File: src/rtl/lsu_pkg.sv
// Shared definitions for the load/store unit controller.
// Holds RV32I funct3 encodings, the controller state encoding and the
// request decode helpers used when a request is accepted.
package lsu_pkg;

  localparam logic [2:0] LB  = 3'b000;
  localparam logic [2:0] LH  = 3'b001;
  localparam logic [2:0] LW  = 3'b010;
  localparam logic [2:0] LBU = 3'b100;
  localparam logic [2:0] LHU = 3'b101;
  localparam logic [2:0] SB  = 3'b000;
  localparam logic [2:0] SH  = 3'b001;
  localparam logic [2:0] SW  = 3'b010;

  typedef enum logic [2:0] {
    IDLE  = 3'd0,
    REQ1  = 3'd1,
    WAIT1 = 3'd2,
    REQ2  = 3'd3,
    WAIT2 = 3'd4,
    RESP  = 3'd5
  } lsu_state_e;

  function automatic logic f3_illegal(input logic we, input logic [2:0] f3);
    if (we) return !(f3 == SB || f3 == SH || f3 == SW);
    return !(f3 == LB || f3 == LH || f3 == LW || f3 == LBU || f3 == LHU);
  endfunction

  // funct3[1:0] is the access size for both loads and stores.
  function automatic logic is_misaligned(input logic [2:0] f3, input logic [1:0] off);
    case (f3[1:0])
      2'b01:   return off == 2'd3;
      2'b10:   return off != 2'd0;
      default: return 1'b0;
    endcase
  endfunction

endpackage

File: src/rtl/lsu_ctrl_if.sv
// Bundles for the load/store controller.
// lsu_core_if: memory-stage request and one-cycle response (core = master).
// lsu_mem_if : word-wide data-memory port with req/gnt and rvalid (lsu = master).
interface lsu_core_if;
  logic        req_valid;
  logic        req_ready;
  logic        req_we;
  logic [2:0]  req_funct3;
  logic [31:0] req_addr;
  logic [31:0] req_wdata;
  logic        rsp_valid;
  logic [31:0] rsp_rdata;
  logic        rsp_err;

  modport master (
    output req_valid, req_we, req_funct3, req_addr, req_wdata,
    input  req_ready, rsp_valid, rsp_rdata, rsp_err
  );
  modport slave (
    input  req_valid, req_we, req_funct3, req_addr, req_wdata,
    output req_ready, rsp_valid, rsp_rdata, rsp_err
  );
endinterface

interface lsu_mem_if;
  logic        mem_req;
  logic        mem_gnt;
  logic [31:0] mem_addr;
  logic        mem_we;
  logic [3:0]  mem_be;
  logic [31:0] mem_wdata;
  logic        mem_rvalid;
  logic [31:0] mem_rdata;

  modport master (
    output mem_req, mem_addr, mem_we, mem_be, mem_wdata,
    input  mem_gnt, mem_rvalid, mem_rdata
  );
  modport slave (
    input  mem_req, mem_addr, mem_we, mem_be, mem_wdata,
    output mem_gnt, mem_rvalid, mem_rdata
  );
endinterface

File: src/rtl/lsu_lane.sv
// Byte-lane datapath for the load/store controller (purely combinational).
// Ports: funct3/off select size and byte offset; wdata is the right-justified
// store data; lo_buf/hi_buf are the captured read beats. Outputs are the
// byte enables and write data for beat 1 and beat 2, and the merged,
// sign/zero-extended load result.
module lsu_lane
  import lsu_pkg::*;
(
  input  logic [2:0]  funct3,
  input  logic [1:0]  off,
  input  logic [31:0] wdata,
  input  logic [31:0] lo_buf,
  input  logic [31:0] hi_buf,
  output logic [3:0]  be1,
  output logic [3:0]  be2,
  output logic [31:0] wdata1,
  output logic [31:0] wdata2,
  output logic [31:0] rdata
);

  logic [3:0]  be_base;
  logic [2:0]  back;
  logic [31:0] raw;

  always_comb begin
    case (funct3[1:0])
      2'b00:   be_base = 4'b0001;
      2'b01:   be_base = 4'b0011;
      default: be_base = 4'b1111;
    endcase
  end

  // Beat 2 carries whatever spilled past lane 3 in beat 1; for a halfword at
  // offset 3 this yields 0001, for a word 1111>>(4-o).
  assign back   = 3'd4 - {1'b0, off};
  assign be1    = be_base << off;
  assign be2    = be_base >> back;
  assign wdata1 = wdata << {off, 3'b000};
  assign wdata2 = wdata >> {back, 3'b000};

  assign raw = 32'({hi_buf, lo_buf} >> {off, 3'b000});

  always_comb begin
    case (funct3)
      LB:      rdata = {{24{raw[7]}}, raw[7:0]};
      LH:      rdata = {{16{raw[15]}}, raw[15:0]};
      LBU:     rdata = {24'h0, raw[7:0]};
      LHU:     rdata = {16'h0, raw[15:0]};
      default: rdata = raw;
    endcase
  end

endmodule

File: src/rtl/lsu_ctrl.sv
// Load/store sequencing controller: accepts one core access at a time,
// issues one or two aligned word transactions on the memory port, merges
// and extends load data, and returns a one-cycle response.
// Ports: clk, rst (sync, active-high); core (lsu_core_if.slave);
// mem (lsu_mem_if.master). SPLIT_MISALIGNED=0 turns misaligned accesses
// into error responses without touching memory.
//
// state | meaning
// IDLE  | ready for a new request
// REQ1  | first word request held until granted
// WAIT1 | waiting for first response beat
// REQ2  | second word request (misaligned split) held until granted
// WAIT2 | waiting for second response beat
// RESP  | one-cycle response to the core
module lsu_ctrl
  import lsu_pkg::*;
#(
  parameter bit SPLIT_MISALIGNED = 1'b1
) (
  input  logic       clk,
  input  logic       rst,
  lsu_core_if.slave  core,
  lsu_mem_if.master  mem
);

  lsu_state_e  state_q, state_d;
  logic        we_q, split_q, err_q;
  logic [2:0]  f3_q;
  logic [31:0] addr_q, wdata_q, lo_q, hi_q;
  logic [3:0]  be1, be2;
  logic [31:0] wdata1, wdata2, ext, base;
  logic        accept, mis, err_now;

  assign base    = {addr_q[31:2], 2'b00};
  assign mis     = is_misaligned(core.req_funct3, core.req_addr[1:0]);
  assign err_now = f3_illegal(core.req_we, core.req_funct3) || (mis && !SPLIT_MISALIGNED);
  assign accept  = (state_q == IDLE) && core.req_valid;

  lsu_lane u_lane (
    .funct3 (f3_q),
    .off    (addr_q[1:0]),
    .wdata  (wdata_q),
    .lo_buf (lo_q),
    .hi_buf (hi_q),
    .be1    (be1),
    .be2    (be2),
    .wdata1 (wdata1),
    .wdata2 (wdata2),
    .rdata  (ext)
  );

  always_ff @(posedge clk) begin
    if (rst) begin
      state_q <= IDLE;
      we_q    <= 1'b0;
      split_q <= 1'b0;
      err_q   <= 1'b0;
      f3_q    <= 3'b000;
      addr_q  <= 32'h0;
      wdata_q <= 32'h0;
      lo_q    <= 32'h0;
      hi_q    <= 32'h0;
    end else begin
      state_q <= state_d;
      if (accept) begin
        we_q    <= core.req_we;
        f3_q    <= core.req_funct3;
        addr_q  <= core.req_addr;
        wdata_q <= core.req_wdata;
        err_q   <= err_now;
        split_q <= mis && SPLIT_MISALIGNED;
        // hi_q stays zero for single-beat accesses so the merge shift is uniform.
        lo_q    <= 32'h0;
        hi_q    <= 32'h0;
      end
      if (state_q == WAIT1 && mem.mem_rvalid) lo_q <= mem.mem_rdata;
      if (state_q == WAIT2 && mem.mem_rvalid) hi_q <= mem.mem_rdata;
    end
  end

  always_comb begin
    state_d        = state_q;
    core.req_ready = 1'b0;
    core.rsp_valid = 1'b0;
    core.rsp_err   = 1'b0;
    core.rsp_rdata = 32'h0;
    mem.mem_req    = 1'b0;
    mem.mem_we     = 1'b0;
    mem.mem_be     = 4'b0000;
    mem.mem_addr   = 32'h0;
    mem.mem_wdata  = 32'h0;
    case (state_q)
      IDLE: begin
        core.req_ready = 1'b1;
        if (core.req_valid) state_d = err_now ? RESP : REQ1;
      end
      REQ1: begin
        mem.mem_req   = 1'b1;
        mem.mem_we    = we_q;
        mem.mem_addr  = base;
        mem.mem_be    = be1;
        mem.mem_wdata = wdata1;
        if (mem.mem_gnt) state_d = WAIT1;
      end
      WAIT1: begin
        if (mem.mem_rvalid) state_d = split_q ? REQ2 : RESP;
      end
      REQ2: begin
        mem.mem_req   = 1'b1;
        mem.mem_we    = we_q;
        mem.mem_addr  = base + 32'd4;
        mem.mem_be    = be2;
        mem.mem_wdata = wdata2;
        if (mem.mem_gnt) state_d = WAIT2;
      end
      WAIT2: begin
        if (mem.mem_rvalid) state_d = RESP;
      end
      RESP: begin
        core.rsp_valid = 1'b1;
        core.rsp_err   = err_q;
        core.rsp_rdata = (err_q || we_q) ? 32'h0 : ext;
        state_d        = IDLE;
      end
      default: state_d = IDLE;
    endcase
  end

endmodule
File: src/flat_wrapper.sv
// flat-port wrapper written by rule: the top's interface ports become plain ports
module lsu_ctrl_flat import lsu_pkg::*;
#(
  parameter bit SPLIT_MISALIGNED = 1'b1
)
  (clk, rst, core_req_valid, core_req_we, core_req_funct3, core_req_addr, core_req_wdata, core_req_ready, core_rsp_valid, core_rsp_rdata, core_rsp_err, mem_mem_req, mem_mem_addr, mem_mem_we, mem_mem_be, mem_mem_wdata, mem_mem_gnt, mem_mem_rvalid, mem_mem_rdata);
  lsu_core_if core_i ();
  lsu_mem_if mem_i ();
  input  logic clk;
  input  logic rst;
  input wire logic [$bits(core_i.req_valid)-1:0] core_req_valid;
  input wire logic [$bits(core_i.req_we)-1:0] core_req_we;
  input wire logic [$bits(core_i.req_funct3)-1:0] core_req_funct3;
  input wire logic [$bits(core_i.req_addr)-1:0] core_req_addr;
  input wire logic [$bits(core_i.req_wdata)-1:0] core_req_wdata;
  output wire logic [$bits(core_i.req_ready)-1:0] core_req_ready;
  output wire logic [$bits(core_i.rsp_valid)-1:0] core_rsp_valid;
  output wire logic [$bits(core_i.rsp_rdata)-1:0] core_rsp_rdata;
  output wire logic [$bits(core_i.rsp_err)-1:0] core_rsp_err;
  output wire logic [$bits(mem_i.mem_req)-1:0] mem_mem_req;
  output wire logic [$bits(mem_i.mem_addr)-1:0] mem_mem_addr;
  output wire logic [$bits(mem_i.mem_we)-1:0] mem_mem_we;
  output wire logic [$bits(mem_i.mem_be)-1:0] mem_mem_be;
  output wire logic [$bits(mem_i.mem_wdata)-1:0] mem_mem_wdata;
  input wire logic [$bits(mem_i.mem_gnt)-1:0] mem_mem_gnt;
  input wire logic [$bits(mem_i.mem_rvalid)-1:0] mem_mem_rvalid;
  input wire logic [$bits(mem_i.mem_rdata)-1:0] mem_mem_rdata;
  assign core_i.req_valid = core_req_valid;
  assign core_i.req_we = core_req_we;
  assign core_i.req_funct3 = core_req_funct3;
  assign core_i.req_addr = core_req_addr;
  assign core_i.req_wdata = core_req_wdata;
  assign core_req_ready = core_i.req_ready;
  assign core_rsp_valid = core_i.rsp_valid;
  assign core_rsp_rdata = core_i.rsp_rdata;
  assign core_rsp_err = core_i.rsp_err;
  assign mem_mem_req = mem_i.mem_req;
  assign mem_mem_addr = mem_i.mem_addr;
  assign mem_mem_we = mem_i.mem_we;
  assign mem_mem_be = mem_i.mem_be;
  assign mem_mem_wdata = mem_i.mem_wdata;
  assign mem_i.mem_gnt = mem_mem_gnt;
  assign mem_i.mem_rvalid = mem_mem_rvalid;
  assign mem_i.mem_rdata = mem_mem_rdata;
  lsu_ctrl #(.SPLIT_MISALIGNED(SPLIT_MISALIGNED)) u_core (.clk(clk), .rst(rst), .core(core_i), .mem(mem_i));
endmodule
File: config.mk
export PLATFORM = sky130hd
export DESIGN_NAME = lsu_ctrl_flat
export DESIGN_NICKNAME = d
export VERILOG_FILES = /design/src/rtl/lsu_pkg.sv /design/src/rtl/lsu_ctrl_if.sv /design/src/rtl/lsu_lane.sv /design/src/rtl/lsu_ctrl.sv /design/src/flat_wrapper.sv
export SDC_FILE = /design/constraint.sdc
export NUM_CORES = 1
export LEC_CHECK = 0
export ABC_AREA = 0
export CAP_MARGIN = 20
export CORE_MARGIN = 1
export CORE_UTILIZATION = 51
export CTS_BUF_LIST = sky130_fd_sc_hd__clkbuf_2
export DETAILED_ROUTE_END_ITERATION = 6
export PLACE_DENSITY_LB_ADDON = 0.1
export SYNTH_ARGS = -nofsm -noshare
export SYNTH_HDL_FRONTEND = slang
export SYNTH_SLANG_ARGS = --single-unit
File: constraint.sdc
create_clock -name clk -period 4.8 [get_ports clk]
set_input_delay 1.44 -clock clk [delete_from_list [all_inputs] [get_ports clk]]
set_output_delay 1.44 -clock clk [all_outputs]
set_load 0.05 [all_outputs]
# After elaboration in Yosys (flattened, before gate mapping)
# Index checks and enable logic that the tools add are counted.
[op_classes]
reduce_logical = 19
n_addsub = 2
multipliers = 0
order_cmp = 0
eq_ne = 21
n_shift = 5
n_mux = 27
bitwise_logic = 0
div_mod_pow = 0
[ops]
columns = ["op", "count"]
rows = [
  ["32-bit 2-to-1 mux", 5],
  ["32-bit case mux with 2 select lines", 2],
  ["32-bit case mux with 4 select lines", 1],
  ["64-bit by 5-bit >> shifter with 32-bit output", 1],
  ["32-bit by 3-bit adder with 32-bit output (second input constant)", 1],
  ["32-bit by 5-bit left shift with 32-bit output", 1],
  ["32-bit by 6-bit >> shifter with 32-bit output", 1],
  ["3-bit 2-to-1 mux", 7],
  ["3-bit equality test (second input constant)", 6],
  ["4-bit case mux with 2 select lines", 2],
  ["3-bit case mux with 5 select lines", 1],
  ["2-bit inequality test (second input constant)", 5],
  ["3-bit by 1-bit equality test with 1-bit output (second input constant)", 3],
  ["3-bit by 2-bit equality test with 1-bit output (second input constant)", 3],
  ["3-bit logical NOT", 3],
  ["1-bit 2-to-1 mux", 8],
  ["2-bit nonzero test", 3],
  ["1-bit logical OR", 5],
  ["5-bit AND reduction", 1],
  ["2-bit by 1-bit equality test with 1-bit output (second input constant)", 2],
  ["2-bit equality test (second input constant)", 2],
  ["4-bit by 2-bit left shift with 4-bit output", 1],
  ["4-bit by 3-bit >> shifter with 4-bit output", 1],
  ["1-bit logical AND", 3],
  ["5 further kinds", 6],
]
[word_totals]
out_inout_bits = 105
romBits = 0
ram_bits = 0
mem_count = 0
ff_bits = 137
latch_bits = 0
word_cells = 83

# Depth between registers and ports, before layout
# Gate-level depths: netlist of the first run.
[depth]
depth_word = 10
mapped_depth = 10
ltp_nobuf = 6

# Hierarchy
# From an unflattened synthesis of the first run, not the netlist that was laid out.
[hier_totals]
cells_unflattened = 1148
hier_area_um2 = 8779.7
[by_module_without_submodules]
columns = ["module", "area_each_um2", "seq_area_each_um2", "instances", "cells_per_inst"]
rows = [
  ["lsu_ctrl", 6480.0, 2742.6, 1, 859],
  ["lsu_lane", 2299.7, 0.0, 1, 289],
]

# Worst setup path after synthesis of the first run
# No wires, ideal clock.
[synth_timing]
path_type = "flip-flop to output port"
start = "reg u_core.addr_q[1]"
end = "out mem_mem_wdata[0]"
path_stages_with_launch = 9
slack_ps = 15
required_ps = 3360
path_buffers = 4
arrival_ps = 3345
path_cell_list = "dfxtp_1 -> buf_2 -> buf_2 -> clkinv_1 -> ha_1 -> buf_1 -> clkbuf_1 -> a211oi_1 -> nor3_1"
[synth_between]
elab_chain_cells = 3
word_cells_on_any_way = 4
[synth_rtl]
columns = ["element", "line", "rtl"]
rows = [
  ["from (decl)", "lsu_ctrl.sv:29", "logic [31:0] addr_q, wdata_q, lo_q, hi_q;"],
  ["from (signal assigned)", "lsu_ctrl.sv:68", "addr_q <= core.req_addr;"],
  ["3-bit by 2-bit subtractor with 3-bit output", "lsu_lane.sv:35", "assign back = 3'd4 - {1'b0, off};"],
  ["32-bit by 6-bit >> shifter with 32-bit output", "lsu_lane.sv:39", "assign wdata2 = wdata >> {back, 3'b000};"],
  ["32-bit case mux with 2 select lines (*)", "lsu_ctrl.sv:92", "case (state_q)"],
  ["to (decl)", "flat_wrapper.sv:24", "output wire logic [$bits(mem_i.mem_wdata)-1:0] mem_mem_wdata;"],
]
# Every way passes the cells marked *; elsewhere a longest branch is shown, timed or not.

# Worst setup path in the final report of the first run
[layout_timing]
start = "reg u_core.addr_q[1]"
end = "out core_rsp_rdata[10]"
[layout_between]
elab_chain_cells = 4
[layout_rtl]
columns = ["element", "line", "rtl"]
rows = [
  ["64-bit by 5-bit >> shifter with 32-bit output", "lsu_lane.sv:41", "assign raw = 32'({hi_buf, lo_buf} >> {off, 3'b000});"],
  ["32-bit case mux with 4 select lines", "lsu_lane.sv:44", "case (funct3)"],
  ["32-bit 2-to-1 mux", "lsu_ctrl.sv:122", "core.rsp_rdata = (err_q || we_q) ? 32'h0 : ext;"],
  ["32-bit 2-to-1 mux", "lsu_ctrl.sv:92", ""],
  ["to (decl)", "flat_wrapper.sv:18", "output wire logic [$bits(core_i.rsp_rdata)-1:0] core_rsp_rdata;"],
]
# Every way passes these cells.

==> results of run 1 <==
## cells by family (layout without fill, tap and decap cells)
group                      Yosys count  after routing  synth area share
AOI/OAI and AO/OA                  284            284             0.192
xor gates and xnor gates            14             14            0.0153
adders and majority gates            5              5           0.00782
buffers and inverters              108            266            0.0616
DFF                                129            129             0.323
muxes                               80             80             0.144
other                                1              3          0.000469
and+or+nand+nor                    437            437             0.255
## timing repair
item                       CTS  global route
gates resized for setup     30             8
buffers inserted             1             1
pin swaps                    0             1
setup endpoints to repair   42            36
## registers in the layout, summed over array words and instances, names as in the netlist
register	cells
u_core.addr_q	32
u_core.err_q	1
u_core.f3_q	3
u_core.hi_q	24
u_core.lo_q	32
u_core.split_q	1
u_core.state_q	3
u_core.wdata_q	32
u_core.we_q	1
## per-stage QoR
| stage | area [um^2] | cells |
|---|---|---|
| after floorplan | 8010 | 1059 |
| after global placement | 10400 | 1395 |
| after detailed placement | 10400 | 1395 |
| after CTS | 10600 | 1427 |
| after global routing | 10700 | 1429 |
| final | 10700 | 1429 |
## synthesized netlist by cell type (8+ instances only)
master,number
nand2_1,240
a21oi_1,215
dfxtp_1,129
nand3_1,68
mux2i_1,50
buf_2,43
clkbuf_1,41
nor2_1,40
mux4_2,28
a211oi_1,17
o21ai_0,16
o22ai_1,16
and3_1,14
nor3_1,13
or4_1,10
nor2b_1,9
o31ai_1,9
inv_1,8
xor2_1,8
## per-layer routing
layer | track usage | share of wire | up-vias
li1 | - | - | 4047
met1 | 0.401 | 0.40 | 3995
met2 | 0.510 | 0.48 | 450
met3 | 0.0553 | 0.085 | 81
met4 | 0.140 | 0.038 | 0
met5 | 0 | 0 | -
## report_power, final
part / total (mW) / leakage [nW] / internal [mW] / switching (mW)
logic: 0.775 / 2.46 / 0.311 / 0.464
registers: 1.24 / 1.05 / 1.14 / 0.101
clock network: 0.763 / 0.150 / 0.298 / 0.465
## area by class of cell
class	count	area share
well taps	211	0.0247
diodes	1	0.000234
inverters	10	0.00386
repair buffers	225	0.238
clock buffers	17	0.00795
flip-flops and latches	129	0.242
multi-input cells	822	0.467
clock inverters	14	0.0170
## worst min-delay path by stage
stage,from,to,slack [ns]
finish,u_core.hi_q[18]$_SDFFE_PP0P_,u_core.hi_q[18]$_SDFFE_PP0P_,0.48
global route,u_core.err_q$_SDFFE_PP0P_,u_core.err_q$_SDFFE_PP0P_,0.51
floorplan,u_core.split_q$_SDFFE_PP0P_,u_core.split_q$_SDFFE_PP0P_,0.44
CTS,u_core.hi_q[18]$_SDFFE_PP0P_,u_core.hi_q[18]$_SDFFE_PP0P_,0.48
detailed placement,u_core.hi_q[18]$_SDFFE_PP0P_,u_core.hi_q[18]$_SDFFE_PP0P_,0.46
global placement,u_core.hi_q[19]$_SDFFE_PP0P_,u_core.hi_q[19]$_SDFFE_PP0P_,0.45
## critical path, cell delays in order, from the launching register on
cell,delay [ns]
dfxtp_2,0.38
buf_4,0.40
mux2_2,0.28
mux2i_1,0.08
or4_1,0.59
a21oi_1,0.20
dlygate4sd2_1,0.54
==> run_results.csv, run 1 <==
group,metric,value,unit
die,ios,210,
critical_path,critPathKind,"register to primary output",
placement,dpl_worst_slack,0.475,ns
die,rows,45,
clock_network,clock_tree.root_cell,"clkbuf_2",
logic_synthesis,yosysWarnings,0,
clock_network,worstSkewPairLatency,0.76,ns
detailed_routing,wirelength,25700,um
detailed_routing,drc,0,
logic_synthesis,syn_inst,1058,
clock_network,cts_tree,"yes",
timing,period_share,0.973,
timing,tns,0,ns
timing,worst_pin_slew,1.05,ns
timing,fin_skew,0.0250,ns
detailed_routing,drt_iter0_markers,970,
final_layout,nets,1315,
placement,gp_congestion,0.931,
clock_network,cts_buffer_depth,2,
final_layout,syn2layout_area_growth,33.7,%
die,core,15300,um^2
final_layout,mostFrequentLayoutCell,"nand2_1",
timing,hold_violations,0,
clock_network,htreeDepth,4,
status,outcome,"completed",
grt,grt_use_total,0.311,
critical_path,r2r_start,"u_core.state_q[2]$_SDFFE_PP0P_",
logic_synthesis,synth_area,8000,um^2
timing,whs,0.482,ns
logic_synthesis,synth_ff_type,"dfxtp_1",
logic_synthesis,ys_types,59,
power,powerDensity,260,nW/um^2
die,dieWidth,127,um
detailed_routing,vias,8573,
critical_path,cp.required,3.36,ns
hold_path,hp-class,"register to register",
detailed_routing,drtPass1Iterations,5,
grt,grt_antenna_before_repair,1,
power,p_leak,3.66,nW
critical_path,crit_fanout,37,
power,total_power,2.78,mW
final_layout,fill_cells,1317,
grt,grt.overflow.total,0,
logic_synthesis,synth_edf_count,0,
detailed_routing,avgViaCountPerCell,6.00,
timing,setup_viol,0,
timing,maxSlewHeadroom,0.302,
final_layout,layout-drive-gt1-share,0.134,
logic_synthesis,yosysSeqAreaShare,0.323,
critical_path,cp.arrival,3.23,ns
final_layout,mostFrequentLayoutCells,"239 x nand2_1, 215 x a21oi_1, 128 x clkdlybuf4s50_1, 126 x dfxtp_1, 68 x nand3_1",
placement,numPortBuffers,207,
critical_path,end_kind,"primary output",
timing,timing.final.max_slew_violations,0,
critical_path,critical_path.startpoint,"u_core.addr_q[1]$_SDFFE_PP0P_",
critical_path,reg2reg_slack,2.50,ns
logic_synthesis,synth_top_area_cell,"dfxtp_1",
critical_path,start_kind,"register",
clock_network,clk_pin_slew_worst_paths,0.22,ns
logic_synthesis,netlist.area_leader.share,0.323,
clock_network,ctsHoldBuffers,0,
grt,grt_pass1_vias,7584,
clock_network,cts_inserted_buffers,17,
timing,fin_crit,4.67,ns
detailed_routing,wire_per_inst,18.0,um
logic_synthesis,synth-seq-cells,129,
die,die_h,127,um
die,dieArea,16200,um^2
logic_synthesis,synth_area_leaders,"dfxtp_1 32%, a21oi_1 13%, nand2_1 11%, mux4_2 7.9%, mux2i_1 6.3%",
grt,grt_max_degree,95,
die,initial_core_util,0.524,
critical_path,reg2reg_to,"u_core.wdata_q[20]$_SDFFE_PP0P_",
logic_synthesis,syn_area_per_cell,7.56,um^2
power,max-vdd-ir-drop,0.191,mV
logic_synthesis,async_reset_ff_frac,0,
job,maxCapViolations,0,
clock_network,cts.sinks,129,
detailed_routing,ant_nets,0,
critical_path,cp-endpoint,"core_rsp_rdata[10]",
critical_path,reg2regPathDepth,5,
final_layout,post-route-util,0.701,
placement,hpwl,17400,um
grt,grt_pass1_wl,39600,um
final_layout,regArea,2590,um^2
timing,layout_setup_ws,0.130,ns
final_layout,multi_input_area,4990,um^2
hold_path,holdPathStages,2,
timing,fmax,214,MHz
Power figures use the tool's default switching activity.
==> run 2: changes to the inputs <==
--- a/config.mk
+++ b/config.mk
@@ -8,7 +8,7 @@
 export ABC_AREA = 0
 export CAP_MARGIN = 20
 export CORE_MARGIN = 1
-export CORE_UTILIZATION = 51
+export CORE_UTILIZATION = 55
 export CTS_BUF_LIST = sky130_fd_sc_hd__clkbuf_2
 export DETAILED_ROUTE_END_ITERATION = 6
 export PLACE_DENSITY_LB_ADDON = 0.1
==> constraint.sdc (replaced) <==
create_clock -name clk -period 6.02 [get_ports clk]
set_input_delay 1.806 -clock clk [delete_from_list [all_inputs] [get_ports clk]]
set_output_delay 1.806 -clock clk [all_outputs]
set_load 0.05 [all_outputs]
==> run 2 against run 1 <==
Against the previous run: critical path depth rose by 2; utilization rose by 3.2 points; critical endpoint is now mem_mem_wdata[12]; non-clock buffer count fell by 6; power fell by 21%; critical path type unchanged; highest routed layer unchanged; clock-buffer cell count did not move; largest cell class unchanged; largest power group unchanged; via count fell by 1.8%; flip-flop and latch count did not move.
==> run_results.csv, run 2 (same netlist as run 1, synthesis figures left out) <==
group,metric,value,unit
timing,period_share,0.963,
die,dieArea,15000,um^2
clock_network,post_cts_buffers,0,
timing,fmax,172,MHz
clock_network,cts_resized,0,
grt,grt_antenna_before_repair,1,
status,outcome,"completed",
critical_path,start_kind,"register",
die,die_h,123,um
hold_path,worstHoldEndpoint,"u_core.addr_q[31]$_SDFFE_PP0P_",
timing,rsz0062_at_grt,"false",
critical_path,crit_fanout,25,
power,pwr-share-comb,0.261,
power,total_power,2.20,mW
grt,grt.overflow.total,0,
timing,layout_setup_ws,0.222,ns
grt,grt_pass1_wl,38400,um
detailed_routing,drt_iter0_markers,862,
power,p_leak,3.36,nW
hold_path,hp-start,"u_core.addr_q[31]$_SDFFE_PP0P_",
placement,hpwl,16700,um
timing,setup_viol,0,
power,powerDensity,214,nW/um^2
timing,whs,0.483,ns
detailed_routing,wl_met3,2060,um
clock_network,ctsHoldBuffers,0,
clock_network,cts_tree,"yes",
critical_path,cp.arrival,3.99,ns
critical_path,critical_path.startpoint,"u_core.addr_q[1]$_SDFFE_PP0P_",
power,max-vdd-ir-drop,0.227,mV
placement,dpl_worst_slack,1.06,ns
hold_path,holdPathStages,2,
power,seqPwrFrac,0.453,
clock_network,cts_buffer_depth,2,
final_layout,mostFrequentLayoutCells,"239 x nand2_1, 215 x a21oi_1, 188 x clkdlybuf4s50_1, 127 x dfxtp_1, 68 x nand3_1",
detailed_routing,avgViaCountPerCell,6.04,
final_layout,mostFrequentLayoutCell,"nand2_1",
die,ios,210,
job,maxCapViolations,0,
critical_path,reg2reg_slack,3.35,ns
final_layout,syn2layout_area_growth,28.7,%
placement,numPortBuffers,207,
timing,fin_skew,0.0290,ns
clock_network,clock_tree.root_cell,"clkbuf_2",
grt,grt_pass1_vias,7473,
hold_path,hp-class,"register to register",
power,pwr-share-clk,0.286,
die,core,14000,um^2
timing,hold_violations,0,
detailed_routing,drc,0,
timing,tns,0,ns
timing,fin_crit,5.80,ns
timing,worst_pin_slew,1.12,ns
timing,timing.final.max_slew_violations,0,
critical_path,reg2regPathDepth,6,
critical_path,reg2reg_to,"u_core.wdata_q[12]$_SDFFE_PP0P_",
final_layout,nets,1309,
timing,maxSlewHeadroom,0.249,
grt,grt_max_degree,95,
power,p_int,1.38,mW
clock_network,cts.sinks,129,
detailed_routing,routed.top_layer,"met4",
die,rows,43,
critical_path,cp.required,4.21,ns
detailed_routing,wl_met1,10100,um
final_layout,post-route-util,0.733,
detailed_routing,vias,8418,
placement,dp_cells,1360,
detailed_routing,wire_per_inst,17.7,um
power,swShare,0.372,
final_layout,final_cell_count_no_fill,1394,
power,switching_power,819,uW
critical_path,end_kind,"primary output",
clock_network,worstSkewPairLatency,0.75,ns
detailed_routing,ant_nets,0,
final_layout,final_area,10300,um^2
die,initial_core_util,0.570,
detailed_routing,wirelength,24700,um
critical_path,critPathKind,"register to primary output",
clock_network,cts_inserted_buffers,17,
placement,gp_congestion,0.918,
die,dieWidth,123,um
clock_network,htreeDepth,4,
final_layout,layout-drive-gt1-share,0.0916,
detailed_routing,drtPass1Iterations,6,
placement,dpl_cell_area,10000,um^2
critical_path,r2r_start,"u_core.state_q[1]$_SDFFE_PP0P_",
detailed_routing,dr_wl_met2,11700,um
clock_network,clk_pin_slew_worst_paths,0.21,ns
grt,grt_use_total,0.329,
final_layout,largestRegisters,"u_core.addr_q (32), u_core.lo_q (32), u_core.wdata_q (32)",
run 2: how the worst max path moves through the flow:
stage | endpoint | slack (ns) | depth (start not counted)
floorplan | mem_mem_wdata[0] | 0.87 | 8
global placement | mem_mem_wdata[12] | 1.07 | 8
detailed placement | mem_mem_wdata[12] | 1.06 | 8
CTS | mem_mem_wdata[12] | 0.23 | 8
global route | mem_mem_wdata[11] | 0.002 | 8
finish | mem_mem_wdata[12] | 0.22 | 8
run 2: area by class of cell:
cell class / count / area, um^2
Multi-Input combinational cell: 822 / 4940
Fill cell: 1166 / 3740
Sequential cell: 129 / 2590
Timing Repair Buffer: 219 / 2220
Tap cell: 180 / 225
Clock inverter: 15 / 196
Clock buffer: 17 / 85.1
Inverter: 10 / 37.5
Antenna cell: 2 / 5.00
run 2: power by group through the flow:
stage          sequential (mW)  combinational (mW)  clock [mW]
2_1_floorplan            0.968               0.416           0
5_1_grt                   1.01               0.622       0.670
4_1_cts                  0.993               0.571       0.629
6_report                 0.998               0.574       0.629
3_3_place_gp              1.01               0.563           0
3_5_place_dp              1.01               0.569           0
run 2: critical path: stages, from the launching register on:
cell and delay, ns:
dfxtp_2 0.69, clkinv_1 0.39, ha_1 0.52, buf_4 0.35, mux2i_1 0.12, nor2_1 0.09, a21oi_1 0.05, o22ai_1 0.20
clkdlybuf4s50_1 0.84
run 2: layer usage:
layer	GRT usage	up-vias
li1	-	4034
met1	0.422	3911
met2	0.529	413
met3	0.0720	60
met4	0.144	0
met5	0	-
==> run 3: changes to the inputs <==
--- a/config.mk
+++ b/config.mk
@@ -5,7 +5,6 @@
 export SDC_FILE = /design/constraint.sdc
 export NUM_CORES = 1
 export LEC_CHECK = 0
-export ABC_AREA = 0
 export CAP_MARGIN = 20
 export CORE_MARGIN = 1
 export CORE_UTILIZATION = 55
==> results of run 3 <==
Same layout as run 2: the final DEF is identical, and so are final timing and power.
